==> src/rtl/usb_rx_router_if.sv <==
// Bus bundle between the router, the FTDI->Lycan FIFO read port and the peripheral array.
// The master modport is the router's view; the slave modport is the FIFO/peripheral side.
interface usb_rx_router_if #(
  parameter int NUM_PERIPHS = 8
);
  logic [31:0]            fifo_dout;
  logic                   fifo_empty;
  logic                   fifo_rd_en;
  logic [31:0]            tx_data;
  logic [NUM_PERIPHS-1:0] tx_valid;
  logic [NUM_PERIPHS-1:0] tx_full;

  modport master (
    input  fifo_dout,
    input  fifo_empty,
    input  tx_full,
    output fifo_rd_en,
    output tx_data,
    output tx_valid
  );

  modport slave (
    output fifo_dout,
    output fifo_empty,
    output tx_full,
    input  fifo_rd_en,
    input  tx_data,
    input  tx_valid
  );
endinterface

==> src/rtl/usb_rx_router.sv <==
// Pops host command words one at a time from a 1-cycle-latency FIFO and delivers each
// to the peripheral named in bits [31:29], dropping invalid or timed-out words.
module usb_rx_router #(
  parameter int NUM_PERIPHS    = 8,
  parameter int TIMEOUT_CYCLES = 1024
) (
  input  logic        clk,
  input  logic        rst_l,
  usb_rx_router_if.master bus,
  output logic        drop_pulse_o,
  output logic [15:0] drop_count_o,
  output logic        idle_o
);

  localparam int WaitW = (TIMEOUT_CYCLES > 0) ? $clog2(TIMEOUT_CYCLES + 1) : 1;
  localparam logic [WaitW-1:0] WaitLast = WaitW'((TIMEOUT_CYCLES > 0) ? TIMEOUT_CYCLES - 1 : 0);
  localparam bit TimeoutOn = (TIMEOUT_CYCLES != 0);

  logic             pending_q, pending_d;
  logic             holdValid_q, holdValid_d;
  logic [31:0]      holdData_q, holdData_d;
  logic [WaitW-1:0] waitCnt_q, waitCnt_d;
  logic [15:0]      dropCount_q, dropCount_d;

  logic [2:0]             holdAddr;
  logic [7:0]             fullPad;
  logic                   addrValid;
  logic                   targetFull;
  logic                   blocked;
  logic                   deliver;
  logic                   drop;
  logic                   rdEn;
  logic [NUM_PERIPHS-1:0] txValid;

  always_comb begin
    holdAddr   = holdData_q[31:29];
    addrValid  = int'(holdAddr) < NUM_PERIPHS;
    // Padding to 8 bits makes an out-of-range address read as "not full".
    fullPad    = '0;
    fullPad[NUM_PERIPHS-1:0] = bus.tx_full;
    targetFull = fullPad[holdAddr];

    blocked = holdValid_q & addrValid & targetFull;
    deliver = holdValid_q & addrValid & ~targetFull;
    drop    = holdValid_q & (~addrValid |
              (TimeoutOn & (waitCnt_q == WaitLast) & targetFull));
    rdEn    = ~bus.fifo_empty & ~pending_q & (~holdValid_q | deliver | drop);

    txValid = '0;
    for (int i = 0; i < NUM_PERIPHS; i++) begin
      txValid[i] = deliver & (holdAddr == 3'(i));
    end

    pending_d   = rdEn;
    holdValid_d = holdValid_q;
    holdData_d  = holdData_q;
    waitCnt_d   = waitCnt_q;
    if (pending_q) begin
      holdValid_d = 1'b1;
      holdData_d  = bus.fifo_dout;
      waitCnt_d   = '0;
    end else begin
      if (deliver | drop) begin
        holdValid_d = 1'b0;
      end
      if (blocked) begin
        waitCnt_d = waitCnt_q + WaitW'(1);
      end
    end

    dropCount_d = dropCount_q;
    if (drop && (dropCount_q != 16'hFFFF)) begin
      dropCount_d = dropCount_q + 16'd1;
    end
  end

  always_ff @(posedge clk) begin
    if (!rst_l) begin
      pending_q   <= 1'b0;
      holdValid_q <= 1'b0;
      holdData_q  <= '0;
      waitCnt_q   <= '0;
      dropCount_q <= '0;
    end else begin
      pending_q   <= pending_d;
      holdValid_q <= holdValid_d;
      holdData_q  <= holdData_d;
      waitCnt_q   <= waitCnt_d;
      dropCount_q <= dropCount_d;
    end
  end

  assign bus.fifo_rd_en = rdEn;
  assign bus.tx_data    = holdData_q;
  assign bus.tx_valid   = txValid;
  assign drop_pulse_o   = drop;
  assign drop_count_o   = dropCount_q;
  assign idle_o         = ~holdValid_q & ~pending_q & bus.fifo_empty;

endmodule

==> src/flat_wrapper.sv <==
// flat-port wrapper written by rule: the top's interface ports become plain ports
module usb_rx_router_flat 
#(
  parameter int NUM_PERIPHS    = 8,
  parameter int TIMEOUT_CYCLES = 1024
)
  (clk, rst_l, drop_pulse_o, drop_count_o, idle_o, bus_fifo_dout, bus_fifo_empty, bus_tx_full, bus_fifo_rd_en, bus_tx_data, bus_tx_valid);
  usb_rx_router_if #(.NUM_PERIPHS(NUM_PERIPHS)) bus_i ();
  input  logic clk;
  input  logic rst_l;
  output logic drop_pulse_o;
  output logic [15:0] drop_count_o;
  output logic idle_o;
  input wire logic [$bits(bus_i.fifo_dout)-1:0] bus_fifo_dout;
  input wire logic [$bits(bus_i.fifo_empty)-1:0] bus_fifo_empty;
  input wire logic [$bits(bus_i.tx_full)-1:0] bus_tx_full;
  output wire logic [$bits(bus_i.fifo_rd_en)-1:0] bus_fifo_rd_en;
  output wire logic [$bits(bus_i.tx_data)-1:0] bus_tx_data;
  output wire logic [$bits(bus_i.tx_valid)-1:0] bus_tx_valid;
  assign bus_i.fifo_dout = bus_fifo_dout;
  assign bus_i.fifo_empty = bus_fifo_empty;
  assign bus_i.tx_full = bus_tx_full;
  assign bus_fifo_rd_en = bus_i.fifo_rd_en;
  assign bus_tx_data = bus_i.tx_data;
  assign bus_tx_valid = bus_i.tx_valid;
  usb_rx_router #(.NUM_PERIPHS(NUM_PERIPHS), .TIMEOUT_CYCLES(TIMEOUT_CYCLES)) u_core (.clk(clk), .rst_l(rst_l), .bus(bus_i), .drop_pulse_o(drop_pulse_o), .drop_count_o(drop_count_o), .idle_o(idle_o));
endmodule
==> config.mk <==
export PLATFORM = sky130hd
export DESIGN_NAME = usb_rx_router_flat
export DESIGN_NICKNAME = d
export VERILOG_FILES = /design/src/rtl/usb_rx_router_if.sv /design/src/rtl/usb_rx_router.sv /design/src/flat_wrapper.sv
export SDC_FILE = /design/constraint.sdc
export NUM_CORES = 1
export LEC_CHECK = 0
export CAP_MARGIN = 10
export CORE_MARGIN = 10
export CORE_UTILIZATION = 44
export DETAILED_ROUTE_END_ITERATION = 7
export PLACE_DENSITY = 0.89
export SLEW_MARGIN = 40
export SYNTH_ARGS = -nofsm -noshare
export SYNTH_HDL_FRONTEND = slang
export SYNTH_SLANG_ARGS = --single-unit
==> constraint.sdc <==
create_clock -name clk -period 2.8 [get_ports clk]
set_input_delay 0.42 -clock clk [delete_from_list [all_inputs] [get_ports clk]]
set_output_delay 0.42 -clock clk [all_outputs]
set_load 0.01 [all_outputs]
==> impl_metrics.json, run 1 <==
{
  "arrival_ns": 2.30,
  "drt_iter0_drc": 180,
  "clockPowerShare": 0.455,
  "p_per_area_nw_per_um2": 515,
  "antenna_cells": 0,
  "die_y_um": 99.2,
  "dpl_cell_area_um2": 3890,
  "vias": 2745,
  "vias_per_cell": 5.61,
  "num-fill-cells": 427,
  "finalSetupViolations": 0,
  "grt_pass1_vias": 2868,
  "yosysSeqAreaShare": 0.443,
  "crit_chain": "mux2_2, a2bb2oi_4, nand2_1, nand3b_1, nor2_2, clkdlybuf4s50_1",
  "multiInputGateArea_um2": 1480,
  "ys_ff_latch": 61,
  "clock_skew_ns": 0.0110,
  "dpl.hpwl_mm": 6.21,
  "path_buf_inv": 1,
  "criticalPathCategory": "flip-flop to output pin",
  "io_buffers": 101,
  "sw_frac_of_total": 0.240,
  "avgSynthCellArea_um2": 9.20,
  "p_sw_w": 0.000516,
  "met3_usage": 0.0865,
  "drive_above_1_share": 0.118,
  "yosys_warnings": 0,
  "status": "finished, final reports clean",
  "io-pin-count": 102,
  "r2r_end": "u_core.drop_count_o[8]$_SDFFE_PN0P_",
  "stdcell_count": 489,
  "rrSetupSlack_ns": 0.42,
  "hold_viol_final": 0,
  "final_area_um2": 4180,
  "hp-class": "flip-flop to flip-flop",
  "synth.most_common_cell": "dfxtp_1",
  "end_kind": "output pin",
  "rows": 28,
  "die_w_um": 99.2,
  "die-area_um2": 9840,
  "postSynthCellCount": 300,
  "wl_mm": 8.96,
  "area_growth_pct": 51.4,
  "ant_nets": 0,
  "num-nets-final": 454,
  "grtUsageTotal": 0.179,
  "clk_latency_ns": 0.35,
  "initial_core_util": 0.461,
  "worstRegToRegCells": 7,
  "synth.area.top_cells": "dfxtp_1 44%, mux2i_1 13%, nor2_1 6.7%, a21oi_1 3.1%, or4_1 2.7%",
  "p_int_w": 0.00163,
  "synth_area_um2": 2760,
  "syn_nets": 345,
  "firstDrtPassIters": 5,
  "clock-sinks": 61,
  "hold_path_depth": 2,
  "core_um2": 5990,
  "critPathTopFamily": "buffers and inverters",
  "cts_root_buf": "clkbuf_8",
  "grt_pass1_wl_mm": 14.4,
  "detail_route.drc_violations": 0,
  "post_drt_wl_per_cell_um": 18.3,
  "min_to": "u_core.bus.tx_data[5]$_SDFFE_PN0P_",
  "ir_worst_vdd_uv": 534,
  "slowest_stage": "clkdlybuf4s50_1",
  "worstPathRequired_ns": 2.38,
  "place.gp.congestion": 0.894,
  "overflow": 0,
  "antenna_found_initial": 0,
  "async_reset_ff_frac": 0,
  "clk_pin_slew_ns": 0.07,
  "start_kind": "flip-flop",
  "max_freq_mhz": 367,
  "gr-max-usage-layer": "met2",
  "fin_ws_ns": 0.0778,
  "cpPeakStageDelay_ns": 0.55,
  "finalCritPeriodShare": 0.972,
  "cts_hold_buf": 0,
  "cts_made_buffers": 9,
  "drv_cap": 0,
  "use_met1": 0.188,
  "cts_tree": "built",
  "cp_num_cells": 6,
  "grt_start_max_net_pins": 26,
  "yosysTopAreaCellShare": 0.443,
  "clockBufferDepth": 2,
  "min-delay-start": "u_core.bus.tx_data[5]$_SDFFE_PN0P_",
  "comb_power_share": 0.118,
  "synth_edf_count": 0,
  "tightestPinTransition_ns": 0.610,
  "dp_cells": 471,
  "synth_top_area_cell": "dfxtp_1",
  "slew_viol_final": 0,
  "ys.flop_type": "dfxtp_1",
  "synth_cell_types": 42,
  "dp_slack_ns": -0.114,
  "r2r_start": "u_core.waitCnt_q[0]$_SDFFE_PP0P_",
  "slew_headroom": 0.590,
  "leakagePower_nw": 1.51,
  "globalRouteMet2Util": 0.301,
  "synth_commonest_cells": "61 x dfxtp_1, 49 x nor2_1, 36 x mux2i_1, 17 x a21oi_1, 14 x nand3_1",
  "seq_area_um2": 1220,
  "seqPwrFrac": 0.427,
  "cp_max_fo": 5,
  "cts_htree_levels": 3,
  "layout_min_cycle_time_ns": 2.72
}
-- per-layer routing --
metal	share of wire	up-vias
met2	0.49	113
li1	-	1309
met3	0.10	24
met4	0.026	0
met1	0.38	1299
met5	0	-
-- worst max-delay path by stage --
stage / from / endpoint / slack, ns
after floorplan: u_core.bus.tx_data[30]$_SDFFE_PN0P_ / bus_tx_valid[6] / 0.78
after global placement: bus_tx_full[7] / bus_tx_valid[6] / 0.04
after detailed placement: bus_tx_full[7] / bus_tx_valid[5] / -0.11
after CTS: u_core.bus.tx_data[30]$_SDFFE_PN0P_ / bus_tx_valid[4] / 0.02
after global routing: u_core.bus.tx_data[30]$_SDFFE_PN0P_ / bus_tx_valid[3] / -0.01
final: u_core.bus.tx_data[30]$_SDFFE_PN0P_ / bus_tx_valid[3] / 0.08
-- worst reg2reg max path, stage by stage (launching register included) --
cell	delay, ns
dfxtp_1	0.38
ha_1	0.24
nand2_1	0.17
nor4_4	0.25
nand4_2	0.45
buf_4	0.34
or3_1	0.35
a21oi_1	0.14
-- cells by family after synthesis --
kind of cell	Yosys count	synth area share
muxes	37	0.135
AOI/OAI and AO/OA	42	0.107
DFF	61	0.443
and+or+nand+nor	131	0.259
xor gates and xnor gates	5	0.0159
buffers and inverters	22	0.0327
adders and majority gates	2	0.00907
-- placed cells by master (no fill, tap or decap), types with 3 or more instances in the layout --
master	instances
nand2_1	11
or2_2	3
o31ai_1	9
o21ai_0	4
o21ai_1	3
a21oi_1	17
dfxtp_2	3
xor2_1	5
or3_1	9
mux2i_1	36
dfxtp_1	58
clkbuf_8	9
dlygate4sd2_1	5
or4_1	10
bufinv_16	3
nor3b_1	3
clkdlybuf4s50_1	94
buf_4	13
inv_1	6
nand3_1	13
nand4_1	8
nor2_1	48
-- metrics by stage --
step	TNS, ns	total power, W	util	hold WS (ns)
2_1_floorplan	0	0.00104	-	0.452
3_3_place_gp	0	0.00117	0.649	0.466
3_5_place_dp	-0.149	0.00118	0.649	0.483
4_1_cts	0	0.00215	0.693	0.502
5_1_grt	-0.0165	0.00223	0.697	0.529
6_report	0	0.00215	0.697	0.495
-- registers in the layout, indices dropped and copies added (netlist names) --
name                 count
u_core.bus.tx_data      32
u_core.holdValid_q       1
u_core.drop_count_o     16
u_core.waitCnt_q        11
u_core.pending_q         1
-- power by group through the flow --
stage / clock [W] / sequential [W] / combinational (W)
floorplan: 0 / 0.000937 / 0.000102
global placement: 0 / 0.000935 / 0.000240
detailed placement: 0 / 0.000936 / 0.000246
CTS: 0.000980 / 0.000918 / 0.000252
global route: 0.00104 / 0.000922 / 0.000271
finish: 0.000978 / 0.000919 / 0.000254
-- layout make-up --
class | count | area share
timing repair buffer | 114 | 0.265
clock inverter | 7 | 0.0294
inverter | 6 | 0.00539
clock buffer | 9 | 0.0297
multi-input combinational | 217 | 0.355
sequential | 61 | 0.293
tap | 75 | 0.0225
-- timing repair --
| item | in CTS | in global routing |
|---|---|---|
| buffers inserted | 0 | 2 |
| resized for setup | 11 | 4 |
| pin swaps | 2 | 0 |
| cloned | 0 | 0 |
| setup endpoints to repair | 8 | 3 |
Note: power is estimated with default switching activity, not from simulation.
==> run 2, diff against run 1 <==
--- a/config.mk
+++ b/config.mk
@@ -7,7 +7,8 @@
 export LEC_CHECK = 0
+export ABC_CLOCK_PERIOD_IN_PS = 2800
 export CAP_MARGIN = 10
 export CORE_MARGIN = 10
-export CORE_UTILIZATION = 44
+export CORE_UTILIZATION = 25
 export DETAILED_ROUTE_END_ITERATION = 7
-export PLACE_DENSITY = 0.89
+export PLACE_DENSITY = 0.6
 export SLEW_MARGIN = 40
==> constraint.sdc (replaced) <==
create_clock -name clk -period 2.8 [get_ports clk]
set_input_delay 0.7 -clock clk [delete_from_list [all_inputs] [get_ports clk]]
set_output_delay 0.7 -clock clk [all_outputs]
set_load 0.01 [all_outputs]
==> impl_metrics.json, run 2 (synthesis gave the netlist of run 1 again) <==
{
  "layout_min_cycle_time_ns": 2.73,
  "grtUsageTotal": 0.103,
  "r2r_start": "u_core.waitCnt_q[0]$_SDFFE_PP0P_",
  "stdcell_count": 561,
  "finalCritPeriodShare": 0.975,
  "cts_htree_levels": 3,
  "hold_viol_final": 0,
  "cts_tree": "built",
  "num-fill-cells": 1104,
  "hp-class": "flip-flop to flip-flop",
  "clock-sinks": 61,
  "arrival_ns": 2.03,
  "status": "finished, final reports clean",
  "firstDrtPassIters": 4,
  "io_buffers": 101,
  "grt_start_max_net_pins": 35,
  "drive_above_1_share": 0.160,
  "finalSetupViolations": 0,
  "dp_cells": 541,
  "wl_mm": 8.24,
  "die_w_um": 125,
  "min_to": "u_core.waitCnt_q[9]$_SDFFE_PP0P_",
  "clockBufferDepth": 2,
  "vias_per_cell": 4.64,
  "vias": 2602,
  "die_y_um": 125,
  "die-area_um2": 15600,
  "p_per_area_nw_per_um2": 493,
  "clock_skew_ns": 0.0124,
  "grt_pass1_vias": 2618,
  "dpl_cell_area_um2": 4030,
  "io-pin-count": 102,
  "mostFrequentLayoutCells": "83 x clkdlybuf4s50_1, 59 x dfxtp_1, 49 x nor2_1, 33 x mux2i_1",
  "num-nets-final": 460,
  "worstRegToRegCells": 7,
  "rrSetupSlack_ns": 0.62,
  "ir_worst_vdd_uv": 297,
  "post_drt_wl_per_cell_um": 14.7,
  "cts_made_buffers": 9,
  "clk_latency_ns": 0.34,
  "criticalPathCategory": "input pin to output pin",
  "dpl.hpwl_mm": 6.17,
  "place.gp.congestion": 0.754,
  "drt_iter0_drc": 120,
  "leakagePower_nw": 1.56,
  "core_um2": 10800,
  "ant_nets": 0,
  "slew_viol_final": 0,
  "min-delay-start": "u_core.waitCnt_q[9]$_SDFFE_PP0P_",
  "layout_commonest_cell": "clkdlybuf4s50_1",
  "cts_root_buf": "clkbuf_8",
  "start_kind": "input pin",
  "hold_path_depth": 2,
  "grt_pass1_wl_mm": 13.6,
  "end_kind": "output pin",
  "slew_headroom": 0.621,
  "detail_route.drc_violations": 0,
  "final_area_um2": 4340,
  "cts_hold_buf": 0,
  "rsz0062_at_grt": "no",
  "clk_pin_slew_ns": 0.06,
  "tightestPinTransition_ns": 0.568,
  "worstPathRequired_ns": 2.10,
  "overflow": 0,
  "antenna_found_initial": 1,
  "largest_register_ffs": 32,
  "initial_core_util": 0.255,
  "max_freq_mhz": 366,
  "drv_cap": 0,
  "cp_max_fo": 4,
  "multiInputGateArea_um2": 1510,
  "seq_area_um2": 1230,
  "area_growth_pct": 57.5,
  "rows": 38,
  "r2r_end": "u_core.drop_count_o[13]$_SDFFE_PN0P_"
}
## run 2: through the flow
| step | setup TNS (ns) | utilization | hold WS, ns | setup slack (ns) | power (W) |
|---|---|---|---|---|---|
| 2_1_floorplan | 0 | - | 0.452 | 0.334 | 0.00104 |
| 3_3_place_gp | -4.52 | 0.372 | 0.463 | -0.501 | 0.00119 |
| 3_5_place_dp | -4.83 | 0.372 | 0.484 | -0.602 | 0.00119 |
| 4_1_cts | 0 | 0.398 | 0.493 | 0.00519 | 0.00218 |
| 5_1_grt | 0 | 0.401 | 0.521 | 0.00177 | 0.00224 |
| 6_report | 0 | 0.401 | 0.493 | 0.0686 | 0.00214 |
## run 2: what timing repair did
item                                    4_1_cts  5_1_grt
endpoints found under the hold margin         0        0
pin swaps                                     7        7
gates resized for setup                      49       10
endpoints found under the setup margin       10       10
setup buffers                                 2        1
## run 2: power breakdown
part	total (W)	internal, W	switching (W)
clock network	0.000969	0.000596	0.000374
logic	0.000261	0.000153	0.000108
registers	0.000913	0.000893	0.0000206
## run 2: layer usage
metal / track usage / share of wire
met5: 0 / 0
met2: 0.158 / 0.44
met3: 0.0706 / 0.14
met1: 0.114 / 0.41
met4: 0.0278 / 0.012
## run 2: layout make-up
| type | count | share of cell area |
|---|---|---|
| diodes | 1 | 0.000576 |
| clock buffers | 9 | 0.0285 |
| clock inverters | 7 | 0.0279 |
| inverters | 6 | 0.00518 |
| multi-input cells | 217 | 0.347 |
| flip-flops and latches | 61 | 0.282 |
| well taps | 140 | 0.0403 |
| repair buffers | 120 | 0.268 |
## run 2: worst max path at each step
stage                        start               to  slack, ns
CTS                 bus_tx_full[0]  bus_tx_valid[2]      0.005
global route        bus_tx_full[7]  bus_tx_valid[2]      0.002
detailed placement  bus_tx_full[5]  bus_tx_valid[2]      -0.60
floorplan           bus_tx_full[7]  bus_tx_valid[6]       0.33
finish              bus_tx_full[7]  bus_tx_valid[2]       0.07
global placement    bus_tx_full[7]  bus_tx_valid[6]      -0.50
## run 2: critical path, cell delays in order
cell and delay, ns:
dlygate4sd2_1 0.23, mux2_4 0.27, a2bb2oi_4 0.15, nand2_2 0.11, nand3b_1 0.18, nor3b_2 0.24, buf_2 0.16
